[src/rtl/pipe4_pkg.sv]
// Shared definitions for the 4-stage pipeline hazard controller and the pipeline top.
package pipe4_pkg;

  localparam int RA_W = 5;

  typedef enum logic {
    ST_RUN = 1'b0,
    ST_MC  = 1'b1
  } state_t;

  // NOP as seen by the control path: no destination, no write.
  localparam logic [RA_W-1:0] NOP_RD  = '0;
  localparam logic            NOP_WEN = 1'b0;

endpackage

[src/rtl/pipe4_mc_counter.sv]
// Loadable down-counter for multi-cycle EXE occupancy; saturates at zero.
// Load has priority over decrement; done is combinational (cnt == 0).
module pipe4_mc_counter #(
  parameter int CNT_W = 3
) (
  input  logic             clk,
  input  logic             rst,
  input  logic             load,
  input  logic [CNT_W-1:0] load_val,
  input  logic             dec,
  output logic [CNT_W-1:0] cnt,
  output logic             done
);

  always_ff @(posedge clk or negedge rst) begin
    if (!rst) begin
      cnt <= '0;
    end else if (load) begin
      cnt <= load_val;
    end else if (dec && (cnt != '0)) begin
      cnt <= cnt - 1'b1;
    end
  end

  assign done = (cnt == '0);

endmodule

[src/rtl/pipe4_hazard_ctrl.sv]
// Hazard/sequencing control for IF-ID-EXE-WB: registered WB->EXE forwarding selects,
// front-end hold plus WB bubbles during multi-cycle EXE ops, and branch flush of IF/ID and ID/EXE.
module pipe4_hazard_ctrl #(
  parameter int RA_W   = pipe4_pkg::RA_W,
  parameter int MC_LAT = 4,
  parameter int CNT_W  = 3
) (
  input  logic            clk,
  input  logic            rst,
  input  logic            id_valid,
  input  logic [RA_W-1:0] id_rs1,
  input  logic [RA_W-1:0] id_rs2,
  input  logic [RA_W-1:0] id_rd,
  input  logic            id_wen,
  input  logic            id_mc,
  input  logic            exe_br_taken,
  output logic            stall_if,
  output logic            stall_id,
  output logic            hold_exe,
  output logic            bubble_wb,
  output logic            flush,
  output logic            fwd_a,
  output logic            fwd_b,
  output logic            mc_busy
);

  import pipe4_pkg::*;

  state_t            state;
  state_t            state_nxt;
  logic [RA_W-1:0]   exe_rd;
  logic              exe_wen;
  logic              advance;
  logic              cnt_load;
  logic              cnt_dec;
  logic [CNT_W-1:0]  cnt;
  logic              cnt_done;
  logic              fwd_a_nxt;
  logic              fwd_b_nxt;

  // Gated by rst so flush reads 0 while in reset even though state resets to RUN.
  assign flush   = exe_br_taken & (state == ST_RUN) & rst;
  assign advance = ~stall_id;

  pipe4_mc_counter #(
    .CNT_W (CNT_W)
  ) u_mc_counter (
    .clk      (clk),
    .rst      (rst),
    .load     (cnt_load),
    .load_val (CNT_W'(MC_LAT - 1)),
    .dec      (cnt_dec),
    .cnt      (cnt),
    .done     (cnt_done)
  );

  always_ff @(posedge clk or negedge rst) begin
    if (!rst) begin
      state <= ST_RUN;
    end else begin
      state <= state_nxt;
    end
  end

  // MC lasts MC_LAT cycles (cnt MC_LAT-1 .. 0); the final cnt==0 cycle lets the op write EXE/WB.
  always_comb begin
    state_nxt = state;
    cnt_load  = 1'b0;
    cnt_dec   = 1'b0;
    stall_if  = 1'b0;
    stall_id  = 1'b0;
    hold_exe  = 1'b0;
    bubble_wb = 1'b0;
    mc_busy   = 1'b0;
    case (state)
      ST_RUN: begin
        if (id_valid && id_mc && !flush) begin
          state_nxt = ST_MC;
          cnt_load  = 1'b1;
        end
      end
      ST_MC: begin
        stall_if  = 1'b1;
        stall_id  = 1'b1;
        hold_exe  = 1'b1;
        mc_busy   = 1'b1;
        bubble_wb = (cnt != '0);
        cnt_dec   = 1'b1;
        if (cnt_done) begin
          state_nxt = ST_RUN;
        end
      end
      default: begin
        state_nxt = ST_RUN;
      end
    endcase
  end

  assign fwd_a_nxt = id_valid & exe_wen & (exe_rd != '0) & (id_rs1 == exe_rd) & ~flush;
  assign fwd_b_nxt = id_valid & exe_wen & (exe_rd != '0) & (id_rs2 == exe_rd) & ~flush;

  // EXE shadow and forwarding selects move only when ID/EXE advances.
  always_ff @(posedge clk or negedge rst) begin
    if (!rst) begin
      exe_rd  <= NOP_RD;
      exe_wen <= NOP_WEN;
      fwd_a   <= 1'b0;
      fwd_b   <= 1'b0;
    end else if (advance) begin
      exe_rd  <= id_rd;
      exe_wen <= flush ? NOP_WEN : (id_valid & id_wen);
      fwd_a   <= fwd_a_nxt;
      fwd_b   <= fwd_b_nxt;
    end
  end

`ifndef SYNTHESIS
  always_ff @(posedge clk) begin
    if (rst && (state == ST_MC) && exe_br_taken) begin
      $error("pipe4_hazard_ctrl: exe_br_taken during multi-cycle op, ignored");
    end
  end
`endif

endmodule

[config.mk]
export PLATFORM = sky130hd
export DESIGN_NAME = pipe4_hazard_ctrl
export DESIGN_NICKNAME = d
export VERILOG_FILES = /design/src/rtl/pipe4_pkg.sv /design/src/rtl/pipe4_mc_counter.sv /design/src/rtl/pipe4_hazard_ctrl.sv
export SDC_FILE = /design/constraint.sdc
export NUM_CORES = 1
export LEC_CHECK = 0
export BUFFER_PORTS_ARGS = -buffer_cell sky130_fd_sc_hd__buf_2
export CAP_MARGIN = 20
export CORE_MARGIN = 2
export CORE_UTILIZATION = 45
export CTS_CLUSTER_SIZE = 28
export DETAILED_ROUTE_END_ITERATION = 10
export PLACE_DENSITY = 0.75
export SYNTH_ARGS = -nofsm -noshare
export SYNTH_HDL_FRONTEND = slang
export SYNTH_HIERARCHICAL = 1
export SYNTH_SLANG_ARGS = --single-unit
[constraint.sdc]
create_clock -name clk -period 2.4 [get_ports clk]
set_clock_uncertainty 0.15 [all_clocks]
set_input_delay 0.36 -clock clk [delete_from_list [all_inputs] [get_ports clk]]
set_output_delay 0.36 -clock clk [all_outputs]
set_load 0.005 [all_outputs]
# After elaboration in Yosys (flattened, before gate mapping)

Index checks and enable logic that the tools add are counted.
Widths: inputs -> output; s select.

Add/subtract/negate cells: 1
Multipliers: 0
Divide/modulo/power cells: 0
Order comparisons: 0
Equality and inequality tests: 2
Shift operators: 0
Mux-type cells: 9
Bitwise gates (word level): 11
Reductions and logical operators: 8

Operators by type and width:

| kind                | number |
|---|---|
| $eq 5x5->1          | 2 |
| $and 1x1->1         | 9 |
| $mux 1              | 6 |
| $mux 3              | 2 |
| $reduce_bool 5->1   | 1 |
| $logic_and 1x1->1   | 3 |
| $logic_not 3->1     | 1 |
| $reduce_bool 3->1   | 1 |
| $sub 3x1->3 const B | 1 |
| $not 1->1           | 2 |
| $pmux 1 s2          | 1 |
| $reduce_bool 2->1   | 1 |
| $logic_not 1->1     | 1 |

Register bits: 12
Bits in latches: 0
Memory bits (writable): 0
Bits in read-only memories: 0
Input bits: 21
Output and inout bits: 8
Word-level logic and storage cells: 37
Memories: 0

# Logic depth before layout (Yosys ltp)

Depth in word-level cells: 8
Depth in mapped cells: 6
Mapped depth without buffers: 5

# Cells and area by module

The synthesis kept the hierarchy.

Modules (own cells, without submodules):

| module            | times used | cells each | area an instance (µm²) | sequential area each (µm²) |
|---|---|---|---|---|
| pipe4_hazard_ctrl | 1          | 47         | 523.0                  | 225.2 |
| pipe4_mc_counter  | 1          | 19         | 190.2                  | 75.1 |

# Least setup slack after synthesis

No wires, ideal clock.

Kind: reg2reg
Start point: register state
End point: register u_mc_counter.cnt[1]
Arrival: 1616 ps
Path slack: 530 ps
Stages on the path, launching flop included: 7
Path buffers: 1
Path through: dfrtp_1 buf_6 clkinv_2 and3_4 and2_2 or4b_1 o311ai_1

Word-level cells in the longest chain between the ends: 8
Elaborated cells on any way between the ends: 11

Ends and longest elaborated chain:

| item                                               | line                    | RTL |
|---|---|---|
| from (decl)                                        | pipe4_hazard_ctrl.sv:29 | `state_t state;` |
| from (signal assigned)                             | pipe4_hazard_ctrl.sv:61 | `state <= state_nxt;` |
| $not 1->1                                          | -                       |  |
| $and 1x1->1 (2 in a row)                           | pipe4_hazard_ctrl.sv:42 | `assign flush = exe_br_taken & (state == ST_RUN) & rst;` |
| $logic_not 1->1                                    | pipe4_hazard_ctrl.sv:77 | `if (id_valid && id_mc && !flush) begin` |
| $logic_and 1x1->1                                  | pipe4_hazard_ctrl.sv:77 |  |
| $mux 1                                             | pipe4_hazard_ctrl.sv:77 |  |
| $mux 1 *                                           | pipe4_hazard_ctrl.sv:75 | `case (state)` |
| net cnt_load                                       | pipe4_hazard_ctrl.sv:34 | `logic cnt_load;` |
| $mux 3 / $reduce_bool 2->1 (equally long branches) | -                       |  |
| to (signal assigned)                               | pipe4_mc_counter.sv:19  | `cnt <= load_val;` |
| to (signal assigned)                               | pipe4_mc_counter.sv:21  | `cnt <= cnt - 1'b1;` |
| to (decl)                                          | pipe4_mc_counter.sv:11  | `output logic [CNT_W-1:0] cnt,` |

The timed path passes the listed nets; every way through them passes the cells marked *.
A chain may end at the register's enable or synchronous reset.

# Worst setup path in the final report

Start point: input rst
End point: register u_mc_counter.cnt[1]

Word-level cells in the longest chain between the ends: 6
Elaborated cells on any way between the ends: 7

Ends and longest elaborated chain:

| item                                               | line                    | RTL |
|---|---|---|
| from (decl)                                        | pipe4_hazard_ctrl.sv:9  | `input logic rst,` |
| $and 1x1->1 *                                      | pipe4_hazard_ctrl.sv:42 |  |
| $logic_not 1->1 *                                  | pipe4_hazard_ctrl.sv:77 |  |
| $logic_and 1x1->1 *                                | pipe4_hazard_ctrl.sv:77 |  |
| $mux 1 *                                           | pipe4_hazard_ctrl.sv:77 |  |
| $mux 1 *                                           | pipe4_hazard_ctrl.sv:75 |  |
| net cnt_load                                       | pipe4_hazard_ctrl.sv:34 |  |
| $mux 3 / $reduce_bool 2->1 (equally long branches) | -                       |  |

Marked as above.

==> flow_summary.yaml <==
run_status:
  status: "finished clean"
placed_design:
  dpl.hpwl_microns: 1110
  gp_congestion: 0.7898
  portBuffers: 28
synthesis:
  synth_cell_types: 26
  syn_inst: 66
  synthSimpleGateAreaFrac: 0.1596
  synth_top_family_by_area: "simple AND/OR/NAND/NOR gates"
  synth_compound_area_frac: 0.1018
  synth.mux.area_fraction: 0.07895
  synthAdderAreaFrac: 0.03509
  ys_seq_area_frac: 0.4211
  synth_top_cells_by_area: "dfrtp_1 (42%), mux2_2 (7.9%), xnor2_1 (7.4%), xor2_1 (4.9%), or4b_1 (4.2%)"
  synth-xor-area-share: 0.1228
  synth_area_per_cell_sq_um: 10.81
  synth_top_cell_by_area: "dfrtp_1"
  synth_top_cell_area_share: 0.4211
  syn_area_sq_um: 713.2
  synth_warnings: 6
  synth_seq_cells: 12
finish:
  fin_util: 0.6076
  synthToLayoutAreaGrowth_pct: 26.84
  drive_gt1_frac: 0.4490
  num-fill-cells: 134
  diodes: 0
  regArea_sq_um: 300.3
  multiInputGateArea_sq_um: 366.6
  final_nets: 122
cts:
  cts_hold_buffers: 1
  post_cts_buffers: 0
  htreeDepth: 1
  cts_sinks: 12
  cts-resized-gates: 0
  numCtsBuffers: 3
  cts_tree: "done"
  clkLatencyLatePin_ns: 0.27
  clk_path_buf_depth: 2
  cts_root_buf: "clkbuf_4"
  path_clk_slew_ns: 0.08
min_path:
  hold_class: "input pin to flop"
  worstHoldStart: "id_wen"
  whs_endpoint: "exe_wen"
  min_path_cells: 2
power:
  intPower_w: 0.0005847
  irDropWorstVdd_mv: 0.4794
  pwr-share-seq: 0.383
  clkPwrFrac: 0.174
  combPwrFrac: 0.443
  power_density_mw_per_mm2: 1008
  p_switching_w: 0.0003272
  switching_share: 0.3589
  power.leakage_nw: 0.4440
timing:
  fin_tns_setup_ns: 0
  period_share: 0.8739
  hold_viol: 0
  maxSlewViolCount: 0
  finalCriticalPeriod_ns: 2.097
  clock.fmax_ghz: 0.4768
  setup_viol: 0
  rsz0062_at_grt: "false"
critical_path:
  crit-reg2reg-launch: "u_mc_counter/cnt[0]"
  path_class: "input pin to flop"
  path_max_fanout: 10
  reg2reg_slack_ns: 0.65
  crit_required_ns: 2.42
  critPathArrivalTime_ns: 2.11
  endpoint_kind: "flop"
  reg2reg_to: "u_mc_counter/cnt[1]"
  start_kind: "input pin"
  reg2regPathDepth: 5
detailed_routing:
  wl_microns: 1421
  wl_met1_microns: 631
  wl_per_cell_microns: 12.46
  wl_met2_microns: 661
  highest_layer: "met4"
  wl_met3_microns: 117
  drt_first_pass_iters: 4
  ant_nets: 0
  drt_iter0_drc: 4
  num_vias: 560
  viasPerCell: 4.912
  drc: 0
floorplanning:
  die-area_sq_mm: 0.001919
  row_count: 14
  die-width_microns: 43.81
  ios: 29
  start_util: 0.4790
  coreArea_sq_mm: 0.001489
  die_y_microns: 43.81
global_route:
  grt-ovfl-total: 0
  track_usage: 0.1800
  grt_max_degree: 18
  grt_pass1_wl_microns: 2504
  antenna_found_initial: 0
  grt_pass1_vias: 561
job:
  cap_violations: 0
-- kinds of logic after synthesis --
family,after synthesis
buffers and inverters,8
muxes,5
DFF,12
other,2
AOI/OAI and AO/OA,8
adders and majority gates,2
xor gates and xnor gates,10
and+or+nand+nor,19
-- worst max path at each step --
| stage | start | end | slack [ns] | depth (start not counted) |
|---|---|---|---|---|
| CTS | rst | u_mc_counter/cnt[1] | 0.31 | 7 |
| floorplan | state | u_mc_counter/cnt[1] | 0.53 | 6 |
| detailed placement | rst | u_mc_counter/cnt[1] | 0.56 | 6 |
| finish | rst | u_mc_counter/cnt[1] | 0.30 | 7 |
| global route | rst | u_mc_counter/cnt[1] | 0.20 | 7 |
| global placement | rst | u_mc_counter/cnt[1] | 0.62 | 6 |
-- critical path: stages --
cell	delay, ns
dlygate4sd3_1	0.51
buf_2	0.11
nand2_1	0.06
and3_4	0.19
and2_2	0.25
or4b_1	0.54
o311ai_1	0.09
-- Yosys cell counts --
| cell | instances |
|---|---|
| dfrtp_1 | 12 |
| nand2_1 | 6 |
| xnor2_1 | 6 |
| mux2_2 | 5 |
| xor2_1 | 4 |
| buf_4 | 3 |
| inv_1 | 3 |
| or4b_1 | 3 |
| conb_1 | 2 |
| ha_1 | 2 |
| nand3_1 | 2 |
| nor2_1 | 2 |
| o311ai_1 | 2 |
| o41ai_1 | 2 |
| a22o_2 | 1 |
| and2_2 | 1 |
| and3_4 | 1 |
| buf_6 | 1 |
| clkinv_2 | 1 |
| nand2b_1 | 1 |
| nor2b_1 | 1 |
| nor3_1 | 1 |
| o211ai_1 | 1 |
| o211ai_2 | 1 |
| o21bai_1 | 1 |
| or4_1 | 1 |
-- power by group through the flow --
stage	Combinational, W	Clock [W]	Sequential, W
after floorplan	0.000318	0	0.000343
after global placement	0.000388	0	0.000349
after detailed placement	0.000410	0	0.000352
after CTS	0.000412	0.000165	0.000349
after global routing	0.000462	0.000175	0.000362
final	0.000404	0.000158	0.000349
-- layout by cell type, fill, tap and decap left out, types with 3 or more instances in the layout --
master,instances
nand2_1,6
xor2_1,4
conb_1,3
clkbuf_4,3
dfrtp_1,12
buf_2,28
xnor2_1,6
inv_1,3
or4b_1,3
mux2_2,5
-- layer usage --
| metal | vias up | GRT usage |
|---|---|---|
| met5 | - | 0 |
| met4 | 0 | 0.07273 |
| met3 | 2 | 0.05833 |
| met2 | 20 | 0.2882 |
| met1 | 250 | 0.2231 |
| li1 | 288 | - |
-- layout make-up --
type | count | area share
Multi-Input combinational cell | 47 | 0.4053
Sequential cell | 12 | 0.3320
Timing Repair Buffer | 31 | 0.1826
Clock buffer | 4 | 0.04011
Tap cell | 16 | 0.02213
Inverter | 4 | 0.01798
-- registers in the layout (all words and copies together), names as in the netlist --
register          flops
state                 1
u_mc_counter/cnt      3
exe_rd                5
fwd_b                 1
exe_wen               1
fwd_a                 1
-- metrics by stage --
| step | hold WS, ns | setup WS (ns) | power (W) | instance area, sq um | instances |
|---|---|---|---|---|---|
| after global routing | 0.1584 | 0.2010 | 0.001000 | 904.6 | 114 |
| after floorplan | -0.08559 | 0.5301 | 0.0006611 | 716.9 | 67 |
| after CTS | 0.1456 | 0.3096 | 0.0009253 | 904.6 | 114 |
| final | 0.1544 | 0.3027 | 0.0009119 | 904.6 | 114 |
| after detailed placement | 0.1677 | 0.5574 | 0.0007613 | 858.3 | 109 |
| after global placement | 0.1645 | 0.6162 | 0.0007371 | 858.3 | 109 |
(Power assumes the default switching activity.)
